File: src/rtl/bird_motion_ctrl.sv
// Bird vertical-motion controller: integrates gravity and flap impulses once per
// frame, clamps the bird to the play field and handshakes each new row with the draw stage.
module bird_motion_ctrl #(
  parameter int Y_W     = 7,
  parameter int Y_START = 60,
  parameter int Y_MAX   = 119,
  parameter int FLAP_V  = 6,
  parameter int GRAV    = 1,
  parameter int V_MAX   = 7
) (
  input  logic           clk,
  input  logic           reset,
  input  logic           go,
  input  logic           flap,
  input  logic           frame_tick,
  input  logic           collision,
  input  logic           draw_ack,
  output logic [Y_W-1:0] bird_y,
  output logic [4:0]     velocity,
  output logic [3:0]     state,
  output logic           draw_req,
  output logic           dead
);

  typedef enum logic [3:0] {
    IDLE       = 4'b0000,
    WAIT_FRAME = 4'b0001,
    UPDATE     = 4'b0010,
    DRAW       = 4'b0011,
    DEAD_ST    = 4'b1001
  } state_t;

  localparam int YS_W = Y_W + 2;
  localparam logic signed [4:0]      FLAP_NEG = 5'(-FLAP_V);
  localparam logic signed [5:0]      V_MAX_S  = 6'(V_MAX);
  localparam logic signed [5:0]      GRAV_S   = 6'(GRAV);
  localparam logic signed [YS_W-1:0] Y_MAX_S  = YS_W'(Y_MAX);

  state_t cur;
  logic go_prev, flap_prev, flap_pending, coll_latch;
  logic go_edge, flap_edge;
  logic signed [5:0]      v_inc;
  logic signed [4:0]      v_new;
  logic signed [YS_W-1:0] y_sum;
  logic ceil_hit, ground_hit;
  logic [Y_W-1:0] y_clamped;

  assign state     = cur;
  assign go_edge   = go & ~go_prev;
  assign flap_edge = flap & ~flap_prev;

  // Next-frame physics: y_sum is signed and two bits wider so both clamps are visible.
  always_comb begin
    v_inc      = $signed({velocity[4], velocity}) + GRAV_S;
    v_new      = flap_pending ? FLAP_NEG :
                 ((v_inc > V_MAX_S) ? V_MAX_S[4:0] : v_inc[4:0]);
    y_sum      = $signed({2'b00, bird_y}) + $signed({{(YS_W-5){v_new[4]}}, v_new});
    ceil_hit   = y_sum[YS_W-1];
    ground_hit = !ceil_hit && (y_sum >= Y_MAX_S);
    y_clamped  = ceil_hit ? '0 : (ground_hit ? Y_W'(Y_MAX) : y_sum[Y_W-1:0]);
  end

  always_ff @(posedge clk) begin
    if (reset) begin
      cur          <= IDLE;
      bird_y       <= Y_W'(Y_START);
      velocity     <= '0;
      draw_req     <= 1'b0;
      dead         <= 1'b0;
      flap_pending <= 1'b0;
      coll_latch   <= 1'b0;
      go_prev      <= 1'b0;
      flap_prev    <= 1'b0;
    end else begin
      go_prev   <= go;
      flap_prev <= flap;
      case (cur)
        IDLE: if (go_edge) cur <= WAIT_FRAME;
        WAIT_FRAME: begin
          if (flap_edge) flap_pending <= 1'b1;
          if (collision) coll_latch <= 1'b1;
          if (frame_tick) cur <= UPDATE;
        end
        UPDATE: begin
          bird_y       <= y_clamped;
          velocity     <= ceil_hit ? 5'd0 : v_new;
          dead         <= dead | ground_hit | coll_latch | collision;
          flap_pending <= 1'b0;
          coll_latch   <= 1'b0;
          draw_req     <= 1'b1;
          cur          <= DRAW;
        end
        DRAW: begin
          // Ticks arriving here are dropped; flaps and hits carry into the next frame.
          if (flap_edge) flap_pending <= 1'b1;
          if (collision) coll_latch <= 1'b1;
          if (draw_ack) begin
            draw_req <= 1'b0;
            if (dead) begin
              velocity <= '0;
              cur      <= DEAD_ST;
            end else begin
              cur <= WAIT_FRAME;
            end
          end
        end
        DEAD_ST: if (go_edge) begin
          bird_y       <= Y_W'(Y_START);
          velocity     <= '0;
          dead         <= 1'b0;
          flap_pending <= 1'b0;
          coll_latch   <= 1'b0;
          cur          <= IDLE;
        end
        default: cur <= IDLE;
      endcase
    end
  end

endmodule
File: config.mk
export PLATFORM = sky130hd
export DESIGN_NAME = bird_motion_ctrl
export DESIGN_NICKNAME = d
export VERILOG_FILES = /design/src/rtl/bird_motion_ctrl.sv
export SDC_FILE = /design/constraint.sdc
export NUM_CORES = 1
export LEC_CHECK = 0
export CAP_MARGIN = 20
export CORE_ASPECT_RATIO = 0.9
export CORE_MARGIN = 5
export CORE_UTILIZATION = 53
export CTS_CLUSTER_DIAMETER = 30
export DETAILED_ROUTE_END_ITERATION = 7
export MAX_ROUTING_LAYER = met4
export PLACE_DENSITY = 0.83
export RECOVER_POWER = 50
export SLEW_MARGIN = 20
export SYNTH_ARGS = -nofsm -noshare
export SYNTH_HDL_FRONTEND = slang
export SYNTH_SLANG_ARGS = --single-unit
export TNS_END_PERCENT = 10
File: constraint.sdc
create_clock -name clk -period 4.4 [get_ports clk]
set_input_delay 0.66 -clock clk [delete_from_list [all_inputs] [get_ports clk]]
set_output_delay 0.66 -clock clk [all_outputs]
set_load 0.005 [all_outputs]
# == After elaboration in Yosys (flattened, before gate mapping) ==
# Index checks and enable logic that the tools add are counted.
# totals
register_bits,22
in_bits,7
output_inout_bits,18
elab_cells,70
# op_classes
add_sub_neg,2
magnitude_cmp,2
eq_ne,11
muxes,25
n_bitwise,7
n_reduce_logical,14
# op_table
cell,count
$mux W5,6
$mux W7,3
$mux W4,5
$pmux W4 S5,1
$pmux W5 S3,1
$pmux W7 S2,1
$ne A2 B2 Y1 const B,5
$add A8 B5 Y9,1
$ge A9 B8 Y1 const B,1
$eq A4 B2 Y1 const B,2
$reduce_and A4 Y1,2
$add A5 B2 Y6 const B,1
$gt A6 B4 Y1 const B,1
$pmux W1 S3,2
$reduce_and A3 Y1,2
$reduce_bool A3 Y1,2
$eq A4 B1 Y1 const B,1
$eq A4 B4 Y1 const B,1
$logic_not A4 Y1,1
$mux W1,4
$ne A2 B1 Y1 const B,2
$pmux W1 S2,2
$reduce_and A2 Y1,2
$reduce_bool A2 Y1,2
other kinds (6),10

# == Longest topological paths before layout ==
# logic_depth
ltp_word,11
depth_mapped,18
depth_no_buf,17

# == Least setup slack after synthesis ==
# No wires, ideal clock.
# synth_path
path_kind,register -> register
startpoint,register velocity[0]
endpoint,register velocity[0]
setup_ps,65
arrival_time_ps,3544
setup_slack_ps,791
path_stages_with_launch,18
cell_sequence,dfxtp_1 -> ha_1 -> clkbuf_1 -> nor2b_1 -> a21oi_1 -> o22a_1 -> a21oi_1 -> ha_1 -> fa_1 -> nand2_1 -> nand3_1 -> o31ai_1 -> o21ai_0 -> a21o_1 -> ha_1 -> nor3b_1 -> a22oi_1 -> nor2_1
# synth_via
elab_chain_cells,7
# synth_lines
element,line,rtl
from (decl),19,"output logic [4:0] velocity,"
from (signal assigned),86,velocity <= ceil_hit ? 5'd0 : v_new;
$add A5 B2 Y6 *,54,"v_inc = $signed({velocity[4], velocity}) + GRAV_S;"
$gt A6 B4 Y1,56,((v_inc > V_MAX_S) ? V_MAX_S[4:0] : v_inc[4:0]);
$mux W5 *,56,
$mux W5 *,55,v_new = flap_pending ? FLAP_NEG :
$add A8 B5 Y9,57,"y_sum = $signed({2'b00, bird_y}) + $signed({{(YS_W-5){v_new[4]}}, v_new});"
$mux W5 *,86,
$pmux W5 S3 *,77,case (cur)
# Every way passes the cells marked *; elsewhere a longest branch is shown, timed or not.
# A chain may end at the register's enable or synchronous reset.

# == Worst setup path after layout ==
# layout_path
startpoint,register velocity[0]
endpoint,register velocity[3]
# The elaborated chain is that of the path after synthesis.

==> flow_metrics.env <==
export IMPL_gp_congestion=0.846
export IMPL_grt_util_all_layers_pct=20.9
export IMPL_post_cts_resized=0
export IMPL_antenna_found_initial=0
export IMPL_crit_path_start_kind="flip-flop"
export IMPL_yosys_warnings=0
export IMPL_core_area_sq_um=2750
export IMPL_clk_pin_slew_worst_paths_ns=0.12
export IMPL_ys_types=45
export IMPL_post_route_period_util_pct=92.8
export IMPL_path_cells="ha_1 > nor2b_1 > a21oi_1 > o22a_1 > a21oi_1 > ha_1 > fa_1 > nand2_1 > nand3_1 > o31ai_1 > o21ai_0 > a21o_1 > ha_1 > nor3b_1 > a22oi_1 > nor2_1"
export IMPL_viasPerCell=5.85
export IMPL_area_delta_synth_final_pct=17.5
export IMPL_setup_violations_final=0
export IMPL_period_needed_ns=4.08
export IMPL_core_rowCount=18
export IMPL_layout_drive_gt1_share_pct=3.72
export IMPL_first_pass_iters=4
export IMPL_syn_area_per_cell_sq_um=7.65
export IMPL_final_setup_tns_ns=0
export IMPL_antenna_cells=0
export IMPL_synthesis_area_sq_um=1520
export IMPL_wirelength_microns=3780
export IMPL_grt_pass1_vias=1405
export IMPL_relSlewSlack_pct=46.3
export IMPL_layout_nets=234
export IMPL_rr_worst_depth=16
export IMPL_die_h_microns=60.7
export IMPL_rsz0062_at_grt="no"
export IMPL_die_area_sq_um=4030
export IMPL_start_util_pct=55.1
export IMPL_vdd_ir_drop_max_uv=203
export IMPL_hold_class="flip-flop to flip-flop"
export IMPL_cts_root_buf="clkbuf_4"
export IMPL_finalHoldViolCount=0
export IMPL_cts_sinks=21
export IMPL_synth_cells=198
export IMPL_crit_path_frequent_cell="ha_1"
export IMPL_p_comb_share_pct=41.0
export IMPL_worst_slew_pin_slew_ns=0.799
export IMPL_min_path_cells=2
export IMPL_worstSetupPathType="flip-flop to flip-flop"
export IMPL_power_uw=528
export IMPL_crit_path_max_fanout=8
export IMPL_antenna_left=0
export IMPL_fillers=266
export IMPL_place_hpwl_microns=2980
export IMPL_clock_latency_ns=0.30
export IMPL_pwr_share_seq_pct=41.6
export IMPL_p_switching_uw=198
export IMPL_cp_end_kind="flip-flop"
export IMPL_power_internal_uw=330
export IMPL_swShare_pct=37.4
export IMPL_power_density_nw_per_um2=297
export IMPL_grt_overflow=0
export IMPL_vias=1493
export IMPL_slowest_stage="dfxtp_1"
export IMPL_max_clock_freq_mhz=245
export IMPL_maxCapViolCount=0
export IMPL_ys_ff_latch=21
export IMPL_seq_area_frac_synth_pct=27.7
export IMPL_required_ns=4.64
export IMPL_clock_power_share_pct=17.4
export IMPL_first_iter_violations=137
export IMPL_clk_path_buf_depth=2
export IMPL_crit_arrival_ns=4.33
export IMPL_status="finished clean"
export IMPL_cts_tree="built"
export IMPL_route_detailed_wl_per_inst_microns=14.8
export IMPL_slowest_delay_ns=0.50
export IMPL_drv_slew=0
export IMPL_die_w_microns=66.4
export IMPL_grt_max_degree=16
export IMPL_portBuffers=23
export IMPL_leakage_uw=0.000751
export IMPL_synthesis_nets=216
export IMPL_cts_inserted_buffers=3
export IMPL_ctsHoldBuffers=0
export IMPL_drc=0
export IMPL_ios=25
export IMPL_ctsHtreeMaxLevel=1
export IMPL_fin_skew_ns=0.00168
export IMPL_grt_pass1_wl_microns=6390
export IMPL_cts_setup_buffers=0
layout by cell type (no fill, tap or decap), types with 2 or more instances in the layout:
cell	netlist	final
nor2_1	30	30
nand3_1	4	4
a21oi_1	17	17
a21o_1	5	5
o21a_1	2	2
nor3_1	6	6
nand2b_1	5	5
inv_1	4	4
or3_1	2	2
xnor2_1	6	6
nand4_1	2	2
o22ai_1	2	2
xor2_1	3	3
ha_1	10	10
o211ai_1	2	2
a211oi_1	4	4
nor2b_1	6	6
dlygate4sd3_1	0	15
o21ai_0	14	14
clkbuf_4	0	3
nand2_1	15	15
clkdlybuf4s50_1	0	8
dfxtp_1	21	21
a31oi_1	4	4
a22oi_1	4	4
layer usage:
| layer | global-route usage [%] | vias to the layer above | share of wire, % |
|---|---|---|---|
| met4 | 4.64 | 0 | 0.58 |
| met5 | - | - | 0 |
| met3 | 2.41 | 4 | 5.5 |
| met1 | 27.3 | 691 | 45 |
| met2 | 35.1 | 52 | 49 |
| li1 | - | 746 | - |
power by group through the flow:
stage          clock network [uW]  registers (uW)  logic, uW
6_report                     92.0             220        216
5_1_grt                       103             223        240
4_1_cts                      92.0             220        217
3_5_place_dp                    0             224        214
3_3_place_gp                    0             223        208
2_1_floorplan                   0             217        160
synthesized netlist by cell type, drive strengths merged:
library cell	instances	area, sq um
o21ba	1	10.0
xor2	3	26.3
o21ai	14	70.1
or3	2	12.5
nand3b	1	7.51
or4	1	11.3
nor3	6	30.0
o211ai	2	15.0
mux2	1	11.3
nor2	30	113
a31o	1	8.76
a31oi	4	25.0
o22ai	2	12.5
o21a	2	15.0
nor2b	6	37.5
a22oi	4	30.0
nand3	4	20.0
fa	1	20.0
buf	2	12.5
nor3b	1	7.51
a41o	1	10.0
xnor2	6	52.6
a21o	5	37.5
nand2	15	56.3
o22a	1	8.76
and4b	1	10.0
o21bai	1	7.51
dfxtp	21	420
o211a	1	10.0
a211oi	4	30.0
and3b	1	8.76
clkbuf	8	30.0
o31ai	1	7.51
ha	10	125
nand2b	5	31.3
o41a	1	11.3
mux2i	1	10.0
nand4	3	33.8
conb	1	3.75
and3	1	6.26
inv	4	15.0
a21oi	18	93.8
layout make-up:
| type | count | area (sq um) | share of cell area [%] |
|---|---|---|---|
| clock inverters | 1 | 5.00 | 0.281 |
| inverters | 4 | 15.0 | 0.843 |
| multi-input cells | 163 | 1040 | 58.3 |
| repair buffers | 23 | 230 | 12.9 |
| clock buffers | 3 | 22.5 | 1.26 |
| flip-flops and latches | 21 | 420 | 23.6 |
| well taps | 40 | 50.0 | 2.81 |
worst max-delay path: cells and delay by family (launching register included):
kind	cells	cell delay, ns
fa+ha+maj	4	1.36
simple gates	5	0.84
compound gates	7	1.33
flops	1	0.50
flip-flops by register name, indices dropped and copies added, names as in the netlist:
register	flops
coll_latch	1
draw_req	1
go_prev	1
dead	1
flap_pending	1
state	3
flap_prev	1
velocity	5
bird_y	7
worst paths after layout:
kind,startpoint,endpoint,slack (ns)
min reg2reg,coll_latch,coll_latch,0.48
max reg2reg,velocity[0],velocity[3],0.32
max,velocity[0],velocity[3],0.32
min,coll_latch,coll_latch,0.48
metrics by stage:
step | instances | instance area [sq um] | worst slack [ns] | util (%) | hold WS (ns)
final | 255 | 1780 | 0.317 | 64.8 | 0.480
after global routing | 255 | 1780 | 0.0457 | 64.8 | 0.518
after CTS | 255 | 1780 | 0.332 | 64.8 | 0.484
after detailed placement | 251 | 1750 | 0.373 | 63.8 | 0.456
after global placement | 251 | 1750 | 0.676 | 63.8 | 0.449
after floorplan | 198 | 1520 | 0.791 | - | 0.432
cells by family after synthesis:
group	Yosys count	share of synthesized area, %
DFF	21	27.7
adders and majority gates	11	9.58
muxes	2	1.40
xor gates and xnor gates	9	5.20
AOI/OAI and AO/OA	63	26.6
other	1	0.247
and+or+nand+nor	77	25.4
buffers and inverters	14	3.80
(Power assumes the default switching activity.)
